==> src/rtl/conv_pkg.sv <==
// Shared definitions for the streaming 3x3 convolution window generator:
// default geometry, window FSM state encoding and lane index constants.
package conv_pkg;

  // Default pixel width and window size used by the generator parameters.
  localparam int DEF_DATA_WIDTH  = 8;
  localparam int DEF_F           = 3;

  // A paced window is held for one cycle per tap plus two cycles for the
  // conv unit's clear and result stages.
  localparam int DEF_CONV_CYCLES = DEF_F * DEF_F + 2;

  // Lane positions inside a row bus: left is the oldest column (c-2),
  // right is the column of the pixel that completed the window (c).
  localparam int LANE_LEFT  = 0;
  localparam int LANE_MID   = 1;
  localparam int LANE_RIGHT = 2;

  // Window generator states.
  //   IDLE : nothing accepted last cycle, no window pending
  //   FILL : a pixel was accepted that does not complete a window
  //   EMIT : a valid window is on the row buses
  typedef enum logic [1:0] {
    IDLE = 2'd0,
    FILL = 2'd1,
    EMIT = 2'd2
  } win_state_t;

endpackage

==> src/rtl/conv_window_gen_line_buffer.sv <==
// One image row of pixel storage for the window generator.
// Combinational read and registered write at the same address, so a read in
// the accepting cycle returns the value stored before that cycle's write.
// Contents are deliberately not reset; the generator's fill guard keeps any
// stale row data from ever reaching a valid window.
module line_buffer #(
  parameter int DATA_WIDTH = 8,
  parameter int DEPTH      = 28,
  localparam int AW        = (DEPTH > 1) ? $clog2(DEPTH) : 1
) (
  input  logic                  clk,
  input  logic                  we,
  input  logic [AW-1:0]         addr,
  input  logic [DATA_WIDTH-1:0] wdata,
  output logic [DATA_WIDTH-1:0] rdata
);

  logic [DATA_WIDTH-1:0] mem [DEPTH];

  assign rdata = mem[addr];

  // Store the new pixel for this column; the old value has already been read.
  always_ff @(posedge clk) begin
    if (we) begin
      mem[addr] <= wdata;
    end
  end

endmodule

==> src/rtl/conv_window_gen.sv <==
// Streaming 3x3 window generator for the conv unit.
//
// Takes a raster-order pixel stream (valid/ready), keeps two line buffers and
// a 3x3 register window, and presents one window per valid output position on
// the image0 (two rows up), image1 (one row up) and image2 (current row) buses.
// Lane 0 of each bus is column c-2, lane 2 is column c.
//
// Optional build macro CONV_WINGEN_PACE_EN: when defined, each window is held
// for CONV_CYCLES cycles and consumed when an internal counter expires,
// conv_rst pulses in the first cycle of every new window and win_ready is
// ignored. When undefined, conv_rst is tied low and a window is consumed on
// win_valid && win_ready.
module conv_window_gen
  import conv_pkg::*;
#(
  parameter int DATA_WIDTH  = DEF_DATA_WIDTH,
  parameter int F           = DEF_F,
  parameter int IMG_W       = 28,
  parameter int IMG_H       = 28,
  parameter int CONV_CYCLES = DEF_CONV_CYCLES
) (
  input  logic                    clk,
  input  logic                    reset,
  input  logic [DATA_WIDTH-1:0]   in_pixel,
  input  logic                    in_valid,
  output logic                    in_ready,
  output logic [F*DATA_WIDTH-1:0] image0,
  output logic [F*DATA_WIDTH-1:0] image1,
  output logic [F*DATA_WIDTH-1:0] image2,
  output logic                    win_valid,
  input  logic                    win_ready,
  output logic                    conv_rst,
  output logic                    frame_done
);

  localparam int COL_W = (IMG_W > 1) ? $clog2(IMG_W) : 1;
  localparam int ROW_W = (IMG_H > 1) ? $clog2(IMG_H) : 1;

  // Geometry that the window datapath cannot handle stops elaboration.
  generate
    if (F != 3) begin : g_bad_window_size
      $error("conv_window_gen: only a 3x3 window (F=3) is supported");
    end
    if ((IMG_W < F) || (IMG_H < F)) begin : g_bad_image_size
      $error("conv_window_gen: IMG_W and IMG_H must be at least F");
    end
    if (CONV_CYCLES < 1) begin : g_bad_conv_cycles
      $error("conv_window_gen: CONV_CYCLES must be at least 1");
    end
  endgenerate

  win_state_t state;
  win_state_t state_next;

  logic [COL_W-1:0] col;
  logic [ROW_W-1:0] row;

  logic accept;
  logic consume;
  logic completes;
  logic at_last_pos;
  logic last_win;

  logic [DATA_WIDTH-1:0] lb0_rd;
  logic [DATA_WIDTH-1:0] lb1_rd;

  logic [F-1:0][DATA_WIDTH-1:0] win0;
  logic [F-1:0][DATA_WIDTH-1:0] win1;
  logic [F-1:0][DATA_WIDTH-1:0] win2;

  assign win_valid = (state == EMIT);

  // The source may hand over a pixel whenever no window is pending or the
  // pending one leaves this very cycle, giving one window per cycle when the
  // consumer keeps up.
  assign in_ready = !win_valid || consume;
  assign accept   = in_valid && in_ready;

  // Windows never straddle rows: the first two rows and the first two
  // columns of every row only fill the register window.
  assign completes   = accept && (row >= ROW_W'(2)) && (col >= COL_W'(2));
  assign at_last_pos = (row == ROW_W'(IMG_H - 1)) && (col == COL_W'(IMG_W - 1));

`ifdef CONV_WINGEN_PACE_EN
  localparam int CNT_W = $clog2(CONV_CYCLES + 1);

  logic [CNT_W-1:0] pace_cnt;
  logic             unused_win_ready;

  assign unused_win_ready = win_ready;
  assign consume          = win_valid && (pace_cnt == CNT_W'(CONV_CYCLES - 1));

  // Count the cycles the current window has been on the buses; a freshly
  // completed window restarts the count from zero.
  always_ff @(posedge clk or posedge reset) begin
    if (reset) begin
      pace_cnt <= '0;
    end else if (completes) begin
      pace_cnt <= '0;
    end else if (win_valid) begin
      pace_cnt <= pace_cnt + 1'b1;
    end
  end

  // Clear the conv unit's accumulator in the first cycle of each new window.
  always_ff @(posedge clk or posedge reset) begin
    if (reset) begin
      conv_rst <= 1'b0;
    end else begin
      conv_rst <= completes;
    end
  end
`else
  assign consume  = win_valid && win_ready;
  assign conv_rst = 1'b0;
`endif

  // Two rows of history: lb1 holds the previous row, lb0 the row before.
  // On each accept the older row moves down and the new pixel takes its place.
  line_buffer #(
    .DATA_WIDTH(DATA_WIDTH),
    .DEPTH     (IMG_W)
  ) u_lb0 (
    .clk  (clk),
    .we   (accept),
    .addr (col),
    .wdata(lb1_rd),
    .rdata(lb0_rd)
  );

  line_buffer #(
    .DATA_WIDTH(DATA_WIDTH),
    .DEPTH     (IMG_W)
  ) u_lb1 (
    .clk  (clk),
    .we   (accept),
    .addr (col),
    .wdata(in_pixel),
    .rdata(lb1_rd)
  );

  // Window state register.
  always_ff @(posedge clk or posedge reset) begin
    if (reset) begin
      state <= IDLE;
    end else begin
      state <= state_next;
    end
  end

  // A completing accept always lands in EMIT, even when the previous window
  // leaves in the same cycle; otherwise EMIT holds until its window is consumed.
  always_comb begin
    state_next = state;
    case (state)
      EMIT: begin
        if (completes) begin
          state_next = EMIT;
        end else if (consume) begin
          state_next = accept ? FILL : IDLE;
        end else begin
          state_next = EMIT;
        end
      end
      default: begin
        if (completes) begin
          state_next = EMIT;
        end else if (accept) begin
          state_next = FILL;
        end else begin
          state_next = IDLE;
        end
      end
    endcase
  end

  // Raster position of the next pixel; wrapping the last row starts a new frame.
  always_ff @(posedge clk or posedge reset) begin
    if (reset) begin
      col <= '0;
      row <= '0;
    end else if (accept) begin
      if (col == COL_W'(IMG_W - 1)) begin
        col <= '0;
        if (row == ROW_W'(IMG_H - 1)) begin
          row <= '0;
        end else begin
          row <= row + 1'b1;
        end
      end else begin
        col <= col + 1'b1;
      end
    end
  end

  // Shift the register window one column left and load the new right column
  // from the two line buffers and the incoming pixel.
  always_ff @(posedge clk or posedge reset) begin
    if (reset) begin
      win0 <= '0;
      win1 <= '0;
      win2 <= '0;
    end else if (accept) begin
      win0[LANE_LEFT]  <= win0[LANE_MID];
      win0[LANE_MID]   <= win0[LANE_RIGHT];
      win0[LANE_RIGHT] <= lb0_rd;
      win1[LANE_LEFT]  <= win1[LANE_MID];
      win1[LANE_MID]   <= win1[LANE_RIGHT];
      win1[LANE_RIGHT] <= lb1_rd;
      win2[LANE_LEFT]  <= win2[LANE_MID];
      win2[LANE_MID]   <= win2[LANE_RIGHT];
      win2[LANE_RIGHT] <= in_pixel;
    end
  end

  // Remember whether the window on the buses is the frame's last one and
  // pulse frame_done the cycle after that window is consumed.
  always_ff @(posedge clk or posedge reset) begin
    if (reset) begin
      last_win   <= 1'b0;
      frame_done <= 1'b0;
    end else begin
      frame_done <= consume && last_win;
      if (completes) begin
        last_win <= at_last_pos;
      end
    end
  end

  assign image0 = win0;
  assign image1 = win1;
  assign image2 = win2;

endmodule

==> config.mk <==
export PLATFORM = sky130hd
export DESIGN_NAME = conv_window_gen
export DESIGN_NICKNAME = d
export VERILOG_FILES = /design/src/rtl/conv_pkg.sv /design/src/rtl/conv_window_gen_line_buffer.sv /design/src/rtl/conv_window_gen.sv
export SDC_FILE = /design/constraint.sdc
export NUM_CORES = 1
export LEC_CHECK = 0
export ABC_AREA = 1
export CORE_MARGIN = 4
export CORE_UTILIZATION = 28
export CTS_CLUSTER_SIZE = 14
export DETAILED_ROUTE_END_ITERATION = 10
export HOLD_SLACK_MARGIN = 0.05
export PLACE_DENSITY_LB_ADDON = 0.08
export SLEW_MARGIN = 20
export SYNTH_ARGS = -nofsm -noshare
export SYNTH_HDL_FRONTEND = slang
export SYNTH_HIERARCHICAL = 1
export SYNTH_SLANG_ARGS = --single-unit
==> constraint.sdc <==
create_clock -name clk -period 7.8 [get_ports clk]
set_input_delay 1.56 -clock clk [delete_from_list [all_inputs] [get_ports clk]]
set_output_delay 1.56 -clock clk [all_outputs]
set_load 0.02 [all_outputs]
==> results of run 1 <==
[state kept, by name (all words and copies together), names as in the netlist]
register,cells
image2,24
u_lb1/mem,224
frame_done,1
state,2
image1,24
row,5
image0,24
u_lb0/mem,224
col,5
last_win,1
[worst max-delay path, cell delays in order]
cell and delay, ns:
clkdlybuf4s50_1 0.48, inv_1 0.07, nand3_4 0.08, clkdlybuf4s50_1 0.61
[layer usage]
metal | GRT usage [%] | part of all wire [%] | vias to the layer above
met3 | 1.89 | 3.3 | 96
li1 | - | - | 7266
met5 | 0 | 0 | -
met2 | 25.7 | 49 | 249
met4 | 3.99 | 2.4 | 0
met1 | 19.7 | 45 | 7080
[stage by stage]
step           utilization (%)  cell area, um^2  setup slack, ns  instances  power (mW)
6_report                  33.1            26100             3.44       3381        9.31
2_1_floorplan                -            22300             4.02       2204        5.31
3_3_place_gp              30.6            24200             2.94       3270        6.64
3_5_place_dp              30.6            24200             2.84       3270        6.63
5_1_grt                   33.1            26100             3.37       3381        9.84
4_1_cts                   33.1            26100             3.42       3381        9.51
[final cells by class]
| class | instances | area [um^2] |
|---|---|---|
| inverters | 64 | 244 |
| multi-input cells | 1514 | 5960 |
| flip-flops and latches | 534 | 15600 |
| clock buffers | 72 | 1570 |
| repair buffers | 108 | 1020 |
| clock inverters | 39 | 403 |
| fillers | 8141 | 52900 |
| well taps | 1050 | 1310 |
[power breakdown]
| part | switching (mW) | total, mW | internal (mW) |
|---|---|---|---|
| clock | 1.14 | 2.83 | 1.69 |
| combinational | 1.97 | 2.56 | 0.594 |
| sequential | 0.172 | 3.92 | 3.74 |
[final timing paths]
kind                       startpoint               end  cells past startpoint
setup / recovery            win_ready          in_ready                      4
hold / removal              image1[2]         image1[2]                      2
setup reg to reg               col[1]  u_lb1/mem[14][3]                      4
hold reg to reg             image1[2]         image1[2]                      2
max in group asynchronous       reset            col[0]                      3
min in group asynchronous       reset         image2[7]                      2
[logic make-up after synthesis]
kind of cell	Yosys count	synth area share [%]
and+or+nand+nor	1450	25.1
other	1	0.0168
xor gates and xnor gates	1	0.0393
adders and majority gates	4	0.224
AOI/OAI and AO/OA	58	1.30
buffers and inverters	156	3.40
DFF	534	69.9
[layout by cell type, fill, tap and decap left out, drive strengths merged]
master	n
a21oi	1
buf	23
nand4	5
ha	4
inv	62
nand2	1265
dfrtp	86
clkbuf	72
conb	1
clkinvlp	3
or2	1
bufinv	8
nor2	136
clkinv	30
edfxtp	448
clkdlybuf4s50	85
o21ai	57
nor3	12
nand3	31
xor2	1
[synth_stat cells]
master / n / area, um^2
buf_4: 15 / 113
ha_1: 4 / 50.1
dfrtp_1: 86 / 2150
a21oi_1: 1 / 5.00
clkinv_1: 2 / 7.51
edfxtp_1: 448 / 13500
clkbuf_1: 21 / 78.8
nor3_2: 10 / 100
nand2_1: 1264 / 4740
nor2_2: 4 / 25.0
nand2_4: 1 / 11.3
nand3_1: 29 / 145
buf_1: 2 / 7.51
inv_1: 55 / 206
o21ai_0: 57 / 285
nor3_1: 2 / 10.0
buf_6: 8 / 90.1
nor2_1: 132 / 495
clkbuf_2: 1 / 5.00
nand3_4: 1 / 17.5
nand4_1: 5 / 31.3
inv_2: 7 / 26.3
buf_2: 45 / 225
nand3_2: 1 / 10.0
or2_2: 1 / 6.26
conb_1: 1 / 3.75
xor2_1: 1 / 8.76
==> flow_metrics.env, run 1 <==
export IMPL_status="completed"
export IMPL_routed_wl_um=63500
export IMPL_vias=14700
export IMPL_cap_violations=0
export IMPL_worstSkewPairLatency_ns=0.63
export IMPL_synth_nets=2220
export IMPL_start_util_pct=28.2
export IMPL_die_x_um=290
export IMPL_grt_pass1_wl_um=96100
export IMPL_grt_pass1_vias=15400
export IMPL_avgRoutedWirePerCell_um=18.8
export IMPL_syn2layout_area_growth_pct=17.1
export IMPL_finalMaxSlewViolations=0
export IMPL_worstSetupPathType="in2out"
export IMPL_slew_headroom_pct=29.0
export IMPL_fin_crit_ns=4.36
export IMPL_setup_tns_ns=0
export IMPL_final_nets=2299
export IMPL_gp_congestion=0.752
export IMPL_cts_resized=0
export IMPL_avgSynthCellArea_um2=10.1
export IMPL_clock_sinks=534
export IMPL_drive_gt1_share_pct=6.22
export IMPL_start_kind="primary input"
export IMPL_p_leak_nw=10.7
export IMPL_port_buffers=86
export IMPL_fp_dieH_um=290
export IMPL_worst_slew_pin_slew_ns=1.06
export IMPL_die_area_mm2=0.0843
export IMPL_fmax_ghz=0.229
export IMPL_yosysWarnings=6
export IMPL_fin_skew_ns=0.0411
export IMPL_yosysSeqAreaShare_pct=69.9
export IMPL_rsz0062_at_grt="false"
export IMPL_power_density_mw_per_mm2=356
export IMPL_cts_tree="done"
export IMPL_core_region_area_mm2=0.0790
export IMPL_grt_max_degree=97
export IMPL_grt_usage_pct=14.8
export IMPL_ant_nets=0
export IMPL_diodes=0
export IMPL_hold_slack_ns=0.477
export IMPL_via_per_inst=4.35
export IMPL_antenna_found_initial=0
export IMPL_syn_cell_area_mm2=0.0223
export IMPL_first_iter_violations=991
export IMPL_rows=103
export IMPL_cp_arrival_ns=2.80
export IMPL_route_detailed_drc=0
export IMPL_finalCritPeriodShare_pct=56.0
export IMPL_synth_cells=2204
export IMPL_required_ns=6.24
export IMPL_numCtsBuffers=61
export IMPL_hold_buffers=0
export IMPL_synth_seq_cells=534
export IMPL_reg2reg_slack_ns=3.79
export IMPL_dr_pass1_iters=5
export IMPL_ios=88
export IMPL_gr_total_overflow=0
export IMPL_cp_max_fo=4
export IMPL_root_buffer="clkbuf_16"
export IMPL_min_path_type="reg2reg"
export IMPL_synth_distinct_cells=27
export IMPL_path_clk_slew_ns=0.06
export IMPL_dp_hpwl_um=38100
export IMPL_endpoint_kind="output pin"
export IMPL_cts_buffer_depth=3
export IMPL_ir_drop_v=0.000171
export IMPL_post_cts_setup_buffers=0
export IMPL_htreeDepth=2
export IMPL_setup_violations_final=0
export IMPL_hold_violations=0
(Power assumes the default switching activity.)
==> inputs of run 2 (changes only) <==
clock period = 4.41 ns   (was 7.8 ns; I/O delays follow)
==> flow_metrics.env, run 2 (synthesis gave the netlist of run 1 again) <==
export IMPL_gr_total_overflow=0
export IMPL_core_region_area_mm2=0.0790
export IMPL_via_per_inst=4.35
export IMPL_p_clk_share_pct=31.2
export IMPL_design_area_mm2=0.0263
export IMPL_cap_violations=0
export IMPL_endpoint_kind="output pin"
export IMPL_pre_cts_ws_ns=0.832
export IMPL_drive_gt1_share_pct=6.54
export IMPL_dr_pass1_iters=4
export IMPL_finalCritPeriodShare_pct=68.5
export IMPL_ios=88
export IMPL_routed_wl_um=61600
export IMPL_root_buffer="clkbuf_16"
export IMPL_hold_violations=0
export IMPL_post_place_cells=3279
export IMPL_hold_slack_ns=0.478
export IMPL_cp_max_fo=4
export IMPL_final_common_cell="nand2_1"
export IMPL_finalMaxSlewViolations=0
export IMPL_required_ns=3.53
export IMPL_slew_headroom_pct=41.3
export IMPL_fmax_ghz=0.331
export IMPL_grt_pass1_vias=15300
export IMPL_hold_buffers=0
export IMPL_post_cts_setup_buffers=0
export IMPL_path_clk_slew_ns=0.06
export IMPL_final_cells=3390
export IMPL_fp_dieH_um=290
export IMPL_largestRegisters="u_lb0/mem: 224 flops, u_lb1/mem: 224 flops"
export IMPL_worstSetupPathType="in2out"
export IMPL_hold_path_end="image2[6]"
export IMPL_grt_pass1_wl_um=94400
export IMPL_fin_crit_ns=3.02
export IMPL_cts_tree="done"
export IMPL_p_leak_nw=10.8
export IMPL_worst_r2r_cell_count=4
export IMPL_avgRoutedWirePerCell_um=18.2
export IMPL_port_buffers=86
export IMPL_rr_startpoint="col[1]"
export IMPL_comb_power_share_pct=27.3
export IMPL_p_total_mw=16.5
export IMPL_rsz0062_at_grt="false"
export IMPL_first_iter_violations=826
export IMPL_ir_drop_v=0.000461
export IMPL_route_detailed_drc=0
export IMPL_htreeDepth=2
export IMPL_place_area_mm2=0.0242
export IMPL_setup_tns_ns=0
export IMPL_status="completed"
export IMPL_clock_sinks=534
export IMPL_fin_ws_ns=1.39
export IMPL_syn2layout_area_growth_pct=17.7
export IMPL_worstSkewPairLatency_ns=0.64
export IMPL_cp_arrival_ns=2.14
export IMPL_dp_hpwl_um=38000
export IMPL_sw_frac_of_total_pct=34.6
export IMPL_worstReg2RegEnd="u_lb1/mem[4][2]"
export IMPL_start_util_pct=28.2
export IMPL_power_density_mw_per_mm2=629
export IMPL_vias=14700
export IMPL_fin_skew_ns=0.0423
export IMPL_gp_congestion=0.758
export IMPL_numCtsBuffers=61
export IMPL_worstHoldStart="image2[6]"
export IMPL_antenna_found_initial=0
export IMPL_p_int_mw=10.8
export IMPL_cts_resized=0
export IMPL_cts_buffer_depth=3
export IMPL_ant_nets=0
export IMPL_grt_usage_pct=14.4
export IMPL_rows=103
export IMPL_p_seq_share_pct=41.5
export IMPL_reg2reg_slack_ns=1.51
export IMPL_die_area_mm2=0.0843
export IMPL_setup_violations_final=0
export IMPL_grt_max_degree=80
export IMPL_worst_slew_pin_slew_ns=0.880
export IMPL_start_kind="primary input"
export IMPL_min_path_type="reg2reg"
export IMPL_final_cell_mix="nand2_1 (1264), edfxtp_1 (448), nor2_1 (132)"
export IMPL_p_switching_mw=5.72
export IMPL_final_nets=2308
export IMPL_final_util_pct=33.3
export IMPL_hold_depth=2
export IMPL_die_x_um=290
==> run 2: cell count changes in the layout (fill, tap and decap cells not counted), sizes merged <==
cell           change
inv                +3
clkinv             -5
clkbuf             +2
clkdlybuf4s50      -2
diode              +1
clkinvlp           -1
buf               +11
==> run 2: worst max-delay path, cell delays in order <==
cell	delay [ns]
clkdlybuf4s50_1	0.48
inv_1	0.07
nand3_4	0.09
clkdlybuf4s50_1	0.62
==> run 2: worst max path at each step <==
stage,from,depth (start not counted),slack (ns),end
finish,win_ready,4,1.39,in_ready
global route,col[0],13,1.29,image1[22]
CTS,win_ready,4,1.36,in_ready
detailed placement,win_ready,7,0.83,u_lb0/mem[9][0]
global placement,win_ready,7,0.83,u_lb0/mem[25][0]
floorplan,reset,1,1.31,col[0]
==> run 2: power by group through the flow <==
stage                     Sequential (mW)  Combinational, mW  Clock [mW]
after floorplan                      7.11               2.28           0
after global placement               6.96               4.71           0
after detailed placement             6.97               4.69           0
after CTS                            6.87               4.70        5.34
after global routing                 6.91               5.06        5.57
final                                6.86               4.51        5.15
==> run 2: layer usage <==
metal / GRT usage, % / routed length, um / share of wire (%) / vias to the layer above
met5: 0 / 0 / 0 / -
met4: 3.51 / 1320 / 2.1 / 0
met3: 2.10 / 1990 / 3.2 / 83
met2: 24.4 / 29500 / 48 / 227
met1: 19.6 / 28800 / 47 / 7143
li1: - / - / - / 7284
==> run 2: cell type report <==
cell class / count / area, um^2
inverter: 64 / 243
multi-input combinational: 1514 / 5950
fill: 8073 / 52700
clock inverter: 36 / 408
clock buffer: 74 / 1640
antenna: 1 / 2.50
sequential: 534 / 15600
timing repair buffer: 117 / 1100
tap: 1050 / 1310
